### src/rtl/npn_tt_sweep_pkg.sv
// npn_tt_pkg: shared types for the truth-table sweeper and its comparator.
// Latency: n/a (types and constants only).
// Backpressure: n/a.
package npn_tt_pkg;

   localparam int N_IN = 4;
   localparam int TT_W = 16;

   typedef logic [N_IN-1:0] minterm_t;
   typedef logic [TT_W-1:0] tt_t;

   typedef enum logic [1:0] {
      ST_IDLE = 2'd0,
      ST_HOLD = 2'd1,
      ST_DONE = 2'd2
   } state_t;

endpackage

### src/rtl/npn_tt_sweep_if.sv
// npn_tt_sweep_if: start/abort control, function-under-test hookup and result bus of the sweeper.
// Latency: n/a (wires only).
// Backpressure: none; start is a request sampled only when the sweeper is idle.
interface npn_tt_sweep_if;
   import npn_tt_pkg::*;

   logic     start_i;
   logic     abort_i;
   minterm_t x_o;
   logic     y_i;
   logic     busy_o;
   logic     done_o;
   tt_t      tt_o;
   tt_t      exp_tt_i;
   logic     match_o;
   minterm_t first_err_o;

   modport master (
      output start_i, abort_i, y_i, exp_tt_i,
      input  x_o, busy_o, done_o, tt_o, match_o, first_err_o
   );

   modport slave (
      input  start_i, abort_i, y_i, exp_tt_i,
      output x_o, busy_o, done_o, tt_o, match_o, first_err_o
   );

endinterface

### src/rtl/npn_tt_sweep_cmp.sv
// npn_tt_cmp: compares a captured truth table with the expected one, reports lowest mismatching minterm.
// Latency: purely combinational.
// Backpressure: none.
module npn_tt_cmp
   import npn_tt_pkg::*;
(
   input  tt_t      i_tt,
   input  tt_t      i_exp,
   output logic     o_match,
   output minterm_t o_first_err
);

   tt_t w_diff;

   // scan from the top down so the lowest differing index is the one left standing
   always_comb begin
      w_diff      = i_tt ^ i_exp;
      o_match     = (w_diff == '0);
      o_first_err = '0;
      for (int i = TT_W - 1; i >= 0; i--) begin
         if (w_diff[i]) begin
            o_first_err = minterm_t'(i);
         end
      end
   end

endmodule

### src/rtl/npn_tt_sweep.sv
// npn_tt_sweep: steps x_o through minterms 0..15, samples y_i after SETTLE_CYCLES each, builds tt_o.
// Latency: done_o pulses 16*SETTLE_CYCLES+1 cycles after the start edge; x_o comes from registers only.
// Backpressure: none; start_i ignored unless idle, abort_i cancels. NPN_TT_SWEEP_CHECK_EN adds the compare.
module npn_tt_sweep
   import npn_tt_pkg::*;
#(
   parameter int SETTLE_CYCLES = 1
) (
   input logic           clk,
   input logic           rst_n,
   npn_tt_sweep_if.slave io_bus
);

   localparam logic [7:0] CNT_RELOAD = 8'(SETTLE_CYCLES - 1);
   localparam minterm_t   LAST_IDX   = minterm_t'(TT_W - 1);

   state_t   r_state;
   state_t   w_state_nxt;
   minterm_t r_idx;
   logic [7:0] r_cnt;
   tt_t      r_shadow;
   tt_t      r_tt;
   tt_t      w_tt_fin;
   logic     w_last_sample;
   logic     w_busy;
   logic     w_done;
   minterm_t w_x;

   // the final edge of a sweep that was not aborted
   assign w_last_sample = (r_state == ST_HOLD) && !io_bus.abort_i &&
                          (r_cnt == 8'd0) && (r_idx == LAST_IDX);

   // shadow table with the sample being taken this cycle merged in
   always_comb begin
      w_tt_fin        = r_shadow;
      w_tt_fin[r_idx] = io_bus.y_i;
   end

   // state register
   always_ff @(posedge clk) begin
      if (!rst_n) begin
         r_state <= ST_IDLE;
      end else begin
         r_state <= w_state_nxt;
      end
   end

   // next-state: start wins over abort in IDLE, abort wins over the final sample in HOLD
   always_comb begin
      w_state_nxt = r_state;
      case (r_state)
         ST_IDLE: if (io_bus.start_i) w_state_nxt = ST_HOLD;
         ST_HOLD: begin
            if (io_bus.abort_i) begin
               w_state_nxt = ST_IDLE;
            end else if ((r_cnt == 8'd0) && (r_idx == LAST_IDX)) begin
               w_state_nxt = ST_DONE;
            end
         end
         default: w_state_nxt = ST_IDLE;
      endcase
   end

   // outputs decoded from state registers only
   always_comb begin
      w_busy = 1'b0;
      w_done = 1'b0;
      w_x    = '0;
      case (r_state)
         ST_HOLD: begin
            w_busy = 1'b1;
            w_x    = r_idx;
         end
         ST_DONE: w_done = 1'b1;
         default: ;
      endcase
   end

   // minterm index, settle counter and shadow accumulation; tt_o only moves on a full sweep
   always_ff @(posedge clk) begin
      if (!rst_n) begin
         r_idx    <= '0;
         r_cnt    <= '0;
         r_shadow <= '0;
         r_tt     <= '0;
      end else begin
         case (r_state)
            ST_IDLE: begin
               if (io_bus.start_i) begin
                  r_idx    <= '0;
                  r_cnt    <= CNT_RELOAD;
                  r_shadow <= '0;
               end
            end
            ST_HOLD: begin
               if (!io_bus.abort_i) begin
                  if (r_cnt == 8'd0) begin
                     r_shadow <= w_tt_fin;
                     r_cnt    <= CNT_RELOAD;
                     r_idx    <= r_idx + 1'b1;
                  end else begin
                     r_cnt <= r_cnt - 1'b1;
                  end
               end
            end
            default: ;
         endcase
         if (w_last_sample) begin
            r_tt <= w_tt_fin;
         end
      end
   end

   assign io_bus.x_o    = w_x;
   assign io_bus.busy_o = w_busy;
   assign io_bus.done_o = w_done;
   assign io_bus.tt_o   = r_tt;

`ifdef NPN_TT_SWEEP_CHECK_EN
   tt_t      r_exp;
   logic     r_match;
   minterm_t r_ferr;
   logic     w_match;
   minterm_t w_ferr;

   npn_tt_cmp u_cmp (
      .i_tt        (w_tt_fin),
      .i_exp       (r_exp),
      .o_match     (w_match),
      .o_first_err (w_ferr)
   );

   // expected table latched at start, verdict captured alongside the final table
   always_ff @(posedge clk) begin
      if (!rst_n) begin
         r_exp   <= '0;
         r_match <= 1'b0;
         r_ferr  <= '0;
      end else begin
         if ((r_state == ST_IDLE) && io_bus.start_i) begin
            r_exp <= io_bus.exp_tt_i;
         end
         if (w_last_sample) begin
            r_match <= w_match;
            r_ferr  <= w_ferr;
         end
      end
   end

   assign io_bus.match_o     = r_match;
   assign io_bus.first_err_o = r_ferr;
`else
   tt_t w_unused_exp;
   assign w_unused_exp       = io_bus.exp_tt_i;
   assign io_bus.match_o     = 1'b0;
   assign io_bus.first_err_o = '0;
`endif

endmodule

### src/flat_wrapper.sv
// flat-port wrapper written by rule: the top's interface ports become plain ports
module npn_tt_sweep_flat import npn_tt_pkg::*;
#(
   parameter int SETTLE_CYCLES = 1
)
  (clk, rst_n, io_bus_start_i, io_bus_abort_i, io_bus_y_i, io_bus_exp_tt_i, io_bus_x_o, io_bus_busy_o, io_bus_done_o, io_bus_tt_o, io_bus_match_o, io_bus_first_err_o);
  npn_tt_sweep_if io_bus_i ();
  input logic clk;
  input logic rst_n;
  input wire logic [$bits(io_bus_i.start_i)-1:0] io_bus_start_i;
  input wire logic [$bits(io_bus_i.abort_i)-1:0] io_bus_abort_i;
  input wire logic [$bits(io_bus_i.y_i)-1:0] io_bus_y_i;
  input wire logic [$bits(io_bus_i.exp_tt_i)-1:0] io_bus_exp_tt_i;
  output wire logic [$bits(io_bus_i.x_o)-1:0] io_bus_x_o;
  output wire logic [$bits(io_bus_i.busy_o)-1:0] io_bus_busy_o;
  output wire logic [$bits(io_bus_i.done_o)-1:0] io_bus_done_o;
  output wire logic [$bits(io_bus_i.tt_o)-1:0] io_bus_tt_o;
  output wire logic [$bits(io_bus_i.match_o)-1:0] io_bus_match_o;
  output wire logic [$bits(io_bus_i.first_err_o)-1:0] io_bus_first_err_o;
  assign io_bus_i.start_i = io_bus_start_i;
  assign io_bus_i.abort_i = io_bus_abort_i;
  assign io_bus_i.y_i = io_bus_y_i;
  assign io_bus_i.exp_tt_i = io_bus_exp_tt_i;
  assign io_bus_x_o = io_bus_i.x_o;
  assign io_bus_busy_o = io_bus_i.busy_o;
  assign io_bus_done_o = io_bus_i.done_o;
  assign io_bus_tt_o = io_bus_i.tt_o;
  assign io_bus_match_o = io_bus_i.match_o;
  assign io_bus_first_err_o = io_bus_i.first_err_o;
  npn_tt_sweep #(.SETTLE_CYCLES(SETTLE_CYCLES)) u_core (.clk(clk), .rst_n(rst_n), .io_bus(io_bus_i));
endmodule
### config.mk
export PLATFORM = sky130hd
export DESIGN_NAME = npn_tt_sweep_flat
export DESIGN_NICKNAME = d
export VERILOG_FILES = /design/src/rtl/npn_tt_sweep_pkg.sv /design/src/rtl/npn_tt_sweep_if.sv /design/src/rtl/npn_tt_sweep_cmp.sv /design/src/rtl/npn_tt_sweep.sv /design/src/flat_wrapper.sv
export SDC_FILE = /design/constraint.sdc
export NUM_CORES = 1
export LEC_CHECK = 0
export CAP_MARGIN = 20
export CORE_MARGIN = 3
export CORE_UTILIZATION = 50
export CTS_CLUSTER_SIZE = 16
export DETAILED_ROUTE_END_ITERATION = 7
export GPL_TIMING_DRIVEN = 0
export MAX_ROUTING_LAYER = met4
export PLACE_DENSITY = 0.79
export SETUP_SLACK_MARGIN = 0.5
export SYNTH_ARGS = -nofsm -noshare
export SYNTH_HDL_FRONTEND = slang
export SYNTH_HIERARCHICAL = 1
export SYNTH_SLANG_ARGS = --single-unit
### constraint.sdc
create_clock -name clk -period 2.4 [get_ports clk]
set_clock_uncertainty 0.15 [all_clocks]
set_input_delay 0.36 -clock clk [delete_from_list [all_inputs] [get_ports clk]]
set_output_delay 0.36 -clock clk [all_outputs]
set_load 0.02 [all_outputs]
Word-level counts from Yosys, hierarchy flattened
Cells that the tools add are included.
- register bits after elaboration: 46
- input bits: 21
- output and inout bits: 27
- word-level logic and storage cells: 50
- add/sub/neg operators: 2
- magnitude comparators: 2
- equal/unequal tests: 7
- multiplexer cells: 22
- reduce and logical (&&, ||, !) cells: 12
- operators by type and width (cell ; number):
    $mux 16 ; 3
    $pmux 16 s2 ; 1
    $mux 8 ; 3
    $bwmux 16 ; 1
    $mux 4 ; 4
    $pmux 8 s2 ; 1
    $logic_not 8->1 ; 1
    $pmux 4 s2 ; 1
    $sub 8x1->8 const B ; 1
    $mux 2 ; 3
    $ne 2x2->1 const B ; 3
    $logic_and 1x1->1 ; 5
    $lt 4x5->1 const B ; 1
    $add 4x1->4 const B ; 1
    $demux 1 s4 ; 1
    $eq 4x4->1 const B ; 1
    $ge 4x1->1 const B ; 1
    $pmux 2 s2 ; 1
    $reduce_and 4->1 ; 1
    $mux 1 ; 3
    $ne 3x3->1 const B ; 1
    $reduce_and 3->1 ; 1
    $eq 2x1->1 const B ; 1
    $eq 2x2->1 const B ; 1
    other kinds (4) ; 4

Depth between registers and ports, before layout
Gate-level depths: netlist of the first run.
- depth after elaboration: 8
- mapped depth: 7

Worst setup path after synthesis of the first run
OpenSTA, ideal clock, no wires.
- path type: flip-flop to flip-flop
- from: register u_core.r_cnt[0]
- to: register u_core.r_tt[10] (netlist: u_core/io_bus.tt_o[10])
- library setup time: 0.116 ns
- arrival: 1.734 ns
- slack: 0.400 ns
- stages on the path, launching flop included: 8
- buffers on the path: 1
- path through: dfxtp_1 inv_1 ha_1 or3b_2 nor4_4 buf_6 nand2_1 o211a_1
- word-level cells in the longest chain between the ends: 3
- RTL lines (item ; line ; RTL):
    start, declared ; npn_tt_sweep.sv:20 ; logic [7:0] r_cnt;
    start signal, assigned ; npn_tt_sweep.sv:102 ; r_cnt <= r_cnt - 1'b1;
    $logic_not 8->1 ; npn_tt_sweep.sv:31 ; (r_cnt == 8'd0) && (r_idx == LAST_IDX);
    $logic_and 1x1->1 ; npn_tt_sweep.sv:30 ; assign w_last_sample = (r_state == ST_HOLD) && !io_bus.abort_i &&
    $logic_and 1x1->1 ; npn_tt_sweep.sv:31 ;
    end signal, assigned ; npn_tt_sweep.sv:109 ; r_tt <= w_tt_fin;
    end, declared ; npn_tt_sweep.sv:22 ; tt_t r_tt;
No other way between the ends.
A chain may end at the register's enable or synchronous reset.

Final worst setup path of the first run
- from: register u_core.r_cnt[1]
- to: register u_core.r_shadow[13]
- word-level cells in the longest chain between the ends: 3
- RTL lines (item ; line ; RTL):
    $logic_not 8->1 ; npn_tt_sweep.sv:97 ; if (r_cnt == 8'd0) begin
    $ne 2x2->1 (no source line) ; n/a ;
    $reduce_and 4->1 (no source line) ; n/a ;
    end signal, assigned ; npn_tt_sweep.sv:98 ; r_shadow <= w_tt_fin;
    end, declared ; npn_tt_sweep.sv:21 ; tt_t r_shadow;
No other way between the ends.

==> results of run 1 <==
## power by group through the flow
stage / clock, mW / combinational [mW] / sequential, mW
2_1_floorplan: 0 / 0.192 / 0.807
3_3_place_gp: 0 / 0.237 / 0.812
3_5_place_dp: 0 / 0.239 / 0.813
4_1_cts: 0.527 / 0.275 / 0.796
5_1_grt: 0.549 / 0.340 / 0.797
6_report: 0.512 / 0.311 / 0.795
## sequential cells by signal, indices dropped and copies added (netlist names)
signal and count:
u_core/r_cnt 8, u_core/r_idx 4, u_core/r_shadow 15, u_core/io_bus.tt_o 16, u_core/r_state 2
## Yosys cell counts (5+ instances only)
cell / instances / share of area [%]
nor2b_1: 5 / 1.4
inv_1: 7 / 1.2
o2bb2ai_1: 15 / 6.0
nand3b_1: 8 / 2.8
clkbuf_1: 9 / 1.5
buf_4: 6 / 2.1
nor3b_1: 6 / 2.1
ha_1: 6 / 3.4
o21ai_0: 5 / 1.1
nor2_1: 12 / 2.1
dfxtp_1: 45 / 41
o211a_1: 15 / 6.9
a21oi_1: 5 / 1.1
nand3_1: 7 / 1.6
nand2_1: 15 / 2.6
mux2i_1: 16 / 7.3
## cells by family after synthesis
family                   share of synthesized area, %
adder cells (fa/ha/maj)                          3.44
XOR/XNOR                                         2.41
AND/OR/NAND/NOR                                  19.7
multiplexers                                     7.35
buffers and inverters                            6.08
AO/OA/AOI/OAI                                    19.5
flip-flops                                       41.3
other                                           0.172
## worst paths after layout
kind	startpoint	end	cells past startpoint
max	u_core/r_cnt[1]	u_core/r_shadow[13]	7
min	u_core/r_shadow[2]	u_core/r_shadow[2]	1
max reg2reg	u_core/r_cnt[1]	u_core/r_shadow[13]	7
min reg2reg	u_core/r_shadow[2]	u_core/r_shadow[2]	1
## stage by stage
stage               worst slack, ns  area, um2  util (%)
floorplan                     0.500       2200         -
global placement            -0.0203       2520      61.2
detailed placement          -0.0330       2520      61.2
CTS                           0.344       2790      67.7
global route                  0.389       2850      69.1
finish                        0.431       2850      69.1
## per-layer routing
| metal | vias to the layer above | part of all wire, % | GRT usage, % |
|---|---|---|---|
| li1 | 912 | - | - |
| met1 | 878 | 44 | 26.0 |
| met2 | 52 | 49 | 34.5 |
| met3 | 15 | 4.4 | 3.88 |
| met4 | 0 | 2.5 | 9.39 |
| met5 | - | 0 | - |
## final cells by class
class	count	area share, %
clock inverters	2	0.616
flip-flops and latches	45	32.3
well taps	50	2.20
multi-input cells	159	44.6
clock buffers	6	2.90
repair buffers	40	12.0
plain buffers	18	4.49
inverters	7	0.923
## cells in the final DEF, fill, tap and decap left out, types with 3 or more instances in the layout
cell type and n:
a21oi_1 4, and2_1 4, buf_2 4, buf_4 19, buf_6 4, clkbuf_1 5, clkbuf_2 3, clkbuf_8 7
clkdlybuf4s50_1 18, conb_1 5, dfxtp_1 37, dfxtp_2 5, dfxtp_4 3, ha_1 5, inv_1 5, mux2i_1 16
nand2_2 15, nand3_1 7, nand3b_1 8, nor2_1 12, nor3b_1 5, o211a_1 15, o21ai_0 5, o2bb2ai_1 15
xor2_1 4
## timing repair
action | 4_1_cts | 5_1_grt
pin swaps | 3 | 1
setup buffers | 7 | 6
endpoints found under the setup margin | 43 | 34
gates resized for setup | 50 | 20
gates cloned | 2 | 0
==> PnR_summary.wiki, run 1 <==
{| class="wikitable"
! Metric !! Value
|-
| Flop pwr share || 49.1%
|-
| Sequential standard cell area || 918 um2
|-
| Drc violations || 0
|-
| Maximum count of clock buffers along a single path || 2
|-
| Total power of the final layout || approximately 1.6 mW
|-
| Die X || 72.0 um
|-
| Average cell area after synthesis || 9.69 um2
|-
| Slowest CP cell || or3b_4
|-
| Critical path, cell by cell || inv_2, ha_4, or3b_4, o21ai_1, a21boi_2, clkbuf_4, o2bb2ai_1
|-
| Flop-to-flop setup slack || 0.43 ns
|-
| Pin count of the biggest net entering global routing || 16
|-
| Worst EP arrival || approximately 2.0 ns
|-
| Die height || 72.0 um
|-
| Clock tree from TritonCTS || yes
|-
| Effective utilization at floorplan || approximately 53%
|-
| Number of antenna violations at the first check in global routing || 0
|-
| Wire length after detailed routing || 5.03 mm
|-
| Aggregate global-route resource usage || a little over a fifth
|-
| Count of placed standard cells including taps || 304
|-
| Routed vias/inst || 5.68
|-
| Post-synth ARST share || 0%
|-
| Die ar. || around 5200 um2
|-
| Layout Nets || 303
|-
| Clock buffer count from CTS || 5
|-
| Filler-free cell count of the finished design || 327
|-
| Synth-to-layout area growth || 30.5%
|-
| Peak supply drop || 0.331 mV
|-
| Startpoint kind of the worst setup timing path || flip-flop
|-
| Clock tree root buffer cell || clkbuf_8
|-
| Number of distinct standard cells referenced by the synthesized netlist || 40
|-
| # setup viols final || 0
|-
| Core area || 4120 um2
|-
| Max Freq || 508 MHz
|-
| I/O Buffers || 25
|-
| Remaining global-route overflow || 0
|-
| Vias post-DR || roughly 1900
|-
| Post-synth EDFFs || 0
|-
| Global-route wire length before repair || 8.53 mm
|-
| Final hold vios || 0
|-
| Count of inserted antenna diode cells || 0
|-
| Initial DRT Pass Iterations || 6
|-
| Int Pwr || 1.15 mW
|-
| Status || finished clean
|-
| Worst Setup End Kind || flip-flop
|-
| Logic gate share of total power || 19.3%
|-
| Required time at the worst-slack endpoint || between 2 and 2.5 ns
|-
| Yosys warning total || 6
|-
| Average wire per standard cell || 15.4 um
|-
| Register bit total from synthesis || 45
|-
| Placer congestion estimate || 0.811
|-
| Number of clock sinks || 45
|-
| Number of global-route vias before repair || 1860
|-
| Net load switching power || roughly 0.47 mW
|-
| Max Fanout on Critical Path || 10
|-
| Synthesized netlist cell count || 225
|-
| Final count of pins violating max slew || 0
|-
| Max_cap viols || 0
|-
| Leakage power total || 1.30 nW
|-
| Number of hold-repair buffers added at the cts stage || 0
|-
| Hold slack || 0.321 ns
|-
| Crit share post-route || between 80 and 90%
|-
| Multi-input logic area || roughly 1300 um2
|-
| Clk slew on worst S/H paths || 0.09 ns
|-
| Part of the power in the clock network || 31.6%
|-
| Iteration-0 DRC count of the detailed router || 97
|-
| Share of cells above drive strength 1 || between 20% and 30%
|-
| Fraction of power spent switching nets || ~29%
|-
| Worst-Skew Late Latency || approximately 0.30 ns
|-
| Accumulated negative setup slack || 0 ns
|-
| DP HPWL || 3.12 mm
|-
| Unrepaired setup endpoints after global routing || yes
|-
| Largest stage delay, worst path || 0.40 ns
|-
| Number of buffer and inverter stages on the critical path || 2
|-
| Main synth FF type || dfxtp_1
|-
| H-tree level count || 2
|-
| Final critical path time including I/O delays and setup || 1.97 ns
|-
| Startpoint-to-endpoint class of the critical path || reg -> reg
|-
| Number of top-level design ports || 48
|-
| Power per unit of standard cell area || 569 nW/um2
|-
| Remaining number of nets flagged by the antenna check after routing || 0
|-
| Fill cell count || 333
|-
| Crit-path leading delay family || compound AO/OA/AOI/OAI gates
|-
| Sequential element share of the synthesized area || 41.3%
|-
| Number of rows in the core area || 23
|-
| Kind of path behind the tightest hold check || reg -> reg
|-
| Synthesized cell area || between 2000 and 2500 um2
|}
Power figures use the tool's default switching activity.
==> run 2, diff against run 1 <==
--- a/config.mk
+++ b/config.mk
@@ -7,12 +7,12 @@
 export LEC_CHECK = 0
 export CAP_MARGIN = 20
 export CORE_MARGIN = 3
-export CORE_UTILIZATION = 50
+export CORE_UTILIZATION = 45
 export CTS_CLUSTER_SIZE = 16
 export DETAILED_ROUTE_END_ITERATION = 7
 export GPL_TIMING_DRIVEN = 0
 export MAX_ROUTING_LAYER = met4
-export PLACE_DENSITY = 0.79
+export PLACE_DENSITY = 0.75
 export SETUP_SLACK_MARGIN = 0.5
 export SYNTH_ARGS = -nofsm -noshare
 export SYNTH_HDL_FRONTEND = slang
==> constraint.sdc (replaced) <==
create_clock -name clk -period 1.7 [get_ports clk]
set_clock_uncertainty 0.15 [all_clocks]
set_input_delay 0.255 -clock clk [delete_from_list [all_inputs] [get_ports clk]]
set_output_delay 0.255 -clock clk [all_outputs]
set_load 0.02 [all_outputs]
==> PnR_summary.wiki, run 2 (synthesis gave the netlist of run 1 again) <==
{| class="wikitable"
! Metric !! Value
|-
| Sequential standard cell area || 942 um2 (+2.6%)
|-
| Global-route wire length before repair || 9.01 mm (+5.7%)
|-
| Global Route met3 Usage || 4.75% (+0.87 points)
|-
| Logic gate share of total power || 26.4% (+7.1 points)
|-
| Leakage power total || 1.56 nW (+20%)
|-
| Max Freq || 502 MHz (-1.1%)
|-
| Startpoint-to-endpoint class of the critical path || reg -> reg
|-
| Setup WS post-layout || -0.290 ns (-0.722 ns)
|-
| Worst r2r dst || u_core/io_bus.tt_o[1]
|-
| Hold slack || 0.327 ns (+0.00617 ns)
|-
| Net load switching power || 0.779 mW (+66%)
|-
| Clock buffer count from CTS || 5 (unchanged)
|-
| Reg2reg start || u_core/r_cnt[3]
|-
| Fill cell count || 294 (-12%)
|-
| Unrepaired setup endpoints after global routing || yes
|-
| Count of inserted antenna diode cells || 0 (unchanged)
|-
| Number of instances on the worst hold path || 1 (unchanged)
|-
| Placer congestion estimate || 0.802 (-1.0%)
|-
| Final count of pins violating max slew || 0 (unchanged)
|-
| Startpoint kind of the worst setup timing path || flip-flop
|-
| Status || finished with violations
|-
| Worst slew margin || roughly two thirds
|-
| Max FFs per register || 16 (unchanged)
|-
| DP HPWL || 3.20 mm (+2.7%)
|-
| Most common cell after layout, fill and taps aside || buf_4
|-
| Clk slew on worst S/H paths || 0.09 ns (about the same)
|-
| Number of clock sinks || 45 (unchanged)
|-
| I/O Buffers || 25 (unchanged)
|-
| Busiest layer in global routing || met2
|-
| Drc violations || 0 (unchanged)
|-
| Effective utilization at floorplan || 48.4% (-4.6 points)
|-
| Violations in the final reports || setup timing
|-
| Die ar. || 5710 um2 (+10%)
|-
| Maximum count of clock buffers along a single path || 2 (unchanged)
|-
| Most used cells in the layout excluding fill and tap cells || 33 x buf_4, 30 x buf_6, 22 x dfxtp_1, 18 x dfxtp_2, 16 x mux2i_1
|-
| Crit share post-route || 117% (+35 points)
|-
| Worst Setup End Kind || flip-flop
|-
| Iteration-0 DRC count of the detailed router || 179 (+85%)
|-
| H-tree level count || 2 (unchanged)
|-
| # setup viols final || 45 (+45)
|-
| Initial DRT Pass Iterations || 4 (-2)
|-
| Remaining global-route overflow || 0 (unchanged)
|-
| Core area || 4500 um2 (+9.5%)
|-
| Hold path startpoint || u_core/r_shadow[0]
|-
| Power per unit of standard cell area || 727 nW/um2 (+28%)
|-
| Share of cells above drive strength 1 || 54.5% (+25 points)
|-
| Crit-path leading delay family || simple AND/OR/NAND/NOR gates
|-
| Total power of the final layout || 2.48 mW (+53%)
|-
| Met2 track demand over resource || 34.0% (-0.45 points)
|-
| Met1 GRT Util || 26.3% (+0.31 points)
|-
| Wire length after detailed routing || 6.43 mm (+28%)
|-
| Least-Margin Pin Slew || 0.507 ns
|-
| Critical path, cell by cell || or4_4, nor4_4, buf_6, clkbuf_16, nand2_1, o211a_1
|-
| Clock tree from TritonCTS || yes
|-
| Max_cap viols || 0 (unchanged)
|-
| Die height || 75.6 um (+5.0%)
|-
| Worst EP arrival || 2.04 ns (+0.04 ns)
|-
| Slowest CP cell || or4_4
|-
| Fraction of power spent switching nets || 31.4% (+2.5 points)
|-
| Largest stage delay, worst path || 0.56 ns (+0.16 ns)
|-
| Synth-to-layout area growth || 56.5%
|-
| Required time at the worst-slack endpoint || 1.75 ns (-0.68 ns)
|-
| Die X || 75.6 um (+5.0%)
|-
| Flop-to-flop setup slack || -0.29 ns (-0.72 ns)
|-
| Number of global-route vias before repair || 1829 (-1.7%)
|-
| Layout Nets || 327 (+7.9%)
|-
| Part of the power in the clock network || 28.3% (-3.3 points)
|-
| Number of buffer and inverter stages on the critical path || 2 (unchanged)
|-
| Number of hold-repair buffers added at the cts stage || 0 (unchanged)
|-
| Aggregate global-route resource usage || 21.2% (-0.076 points)
|-
| Number of antenna violations at the first check in global routing || 0 (unchanged)
|-
| Int Pwr || 1.70 mW (+48%)
|-
| Clock tree root buffer cell || clkbuf_8
|-
| Final critical path time including I/O delays and setup || 1.99 ns (+0.0216 ns)
|-
| Peak supply drop || 0.662 mV (+100%)
|-
| Number of rows in the core area || 24 (+4.3%)
|-
| Flop pwr share || 45.3% (-3.8 points)
|-
| Final hold vios || 0 (unchanged)
|-
| Max Fanout on Critical Path || 6 (-4)
|-
| Number of top-level design ports || 48 (unchanged)
|-
| Multi-input logic area || 1440 um2 (+13%)
|-
| Average wire per standard cell || 18.2 um (+18%)
|-
| Worst-Skew Late Latency || 0.30 ns (about the same)
|-
| Pin count of the biggest net entering global routing || 17 (+1)
|-
| Vias post-DR || 2015 (+8.5%)
|-
| Path depth of the worst reg2reg path || 6 (-1)
|-
| Worst Hold End || u_core/r_shadow[0]
|-
| Kind of path behind the tightest hold check || reg -> reg
|-
| Routed vias/inst || 5.71 (+0.52%)
|-
| Remaining number of nets flagged by the antenna check after routing || 0 (unchanged)
|}
## run 2: cell count changes in the layout (fill, tap and decap cells not counted), moves of 4 or more
cell,before,now
and2_1,4,0
and2_4,0,4
buf_4,19,33
buf_6,4,30
clkbuf_16,0,4
clkdlybuf4s50_1,18,3
dfxtp_1,37,22
dfxtp_2,5,18
nand2_1,0,9
nand2_2,15,6
nor2_1,12,6
nor2_2,0,5
o2bb2ai_1,15,0
o2bb2ai_2,0,14
## run 2: routing by layer
metal | vias up | wire, um
met5 | - | 0
met4 | 0 | 170
met3 | 18 | 322
met2 | 66 | 3170
met1 | 973 | 2760
li1 | 958 | -
## run 2: worst register-to-register path, cell delays in order, from the launching register on
cell and delay, ns:
dfxtp_4 0.35, or4_4 0.56, nor4_4 0.30, buf_6 0.18
clkbuf_16 0.15, nand2_1 0.06, o211a_1 0.13
## run 2: power groups by stage
stage	Combinational, mW	Sequential (mW)	Clock [mW]
2_1_floorplan	0.284	1.14	0
3_3_place_gp	0.350	1.15	0
3_5_place_dp	0.355	1.15	0
4_1_cts	0.543	1.12	0.711
5_1_grt	0.697	1.13	0.756
6_report	0.654	1.12	0.702
## run 2: layout make-up
type / count / share of cell area [%]
Buffer: 18 / 5.21
Clock buffer: 5 / 2.02
Clock inverter: 3 / 0.733
Inverter: 7 / 0.917
Multi-Input combinational cell: 159 / 42.2
Sequential cell: 45 / 27.6
Tap cell: 52 / 1.91
Timing Repair Buffer: 64 / 19.4
## run 2: worst max-delay path by stage
stage	to	startpoint	cells after the start
2_1_floorplan	u_core/io_bus.tt_o[10]	u_core/r_cnt[1]	7
3_5_place_dp	u_core/io_bus.tt_o[13]	io_bus_abort_i	6
5_1_grt	u_core/io_bus.tt_o[13]	u_core/r_idx[1]	7
4_1_cts	u_core/io_bus.tt_o[11]	u_core/r_cnt[3]	6
6_report	u_core/io_bus.tt_o[1]	u_core/r_cnt[3]	6
3_3_place_gp	u_core/io_bus.tt_o[9]	io_bus_abort_i	6
## run 2: stage by stage
step	util, %	cell area, um2	setup slack [ns]	instances	setup TNS, ns
3_3_place_gp	57.3	2580	-0.554	306	-20.38
5_1_grt	75.8	3410	-0.349	353	-12.62
6_report	75.8	3410	-0.290	353	-9.65
2_1_floorplan	-	2260	-0.179	229	-3.47
3_5_place_dp	57.3	2580	-0.561	306	-20.57
4_1_cts	68.0	3060	-0.226	336	-6.81
## run 2: what timing repair did
item,CTS,global route
cloned,2,4
gates resized for setup,165,63
pin swaps,21,13
endpoints found under the setup margin,67,66
buffers inserted,20,13
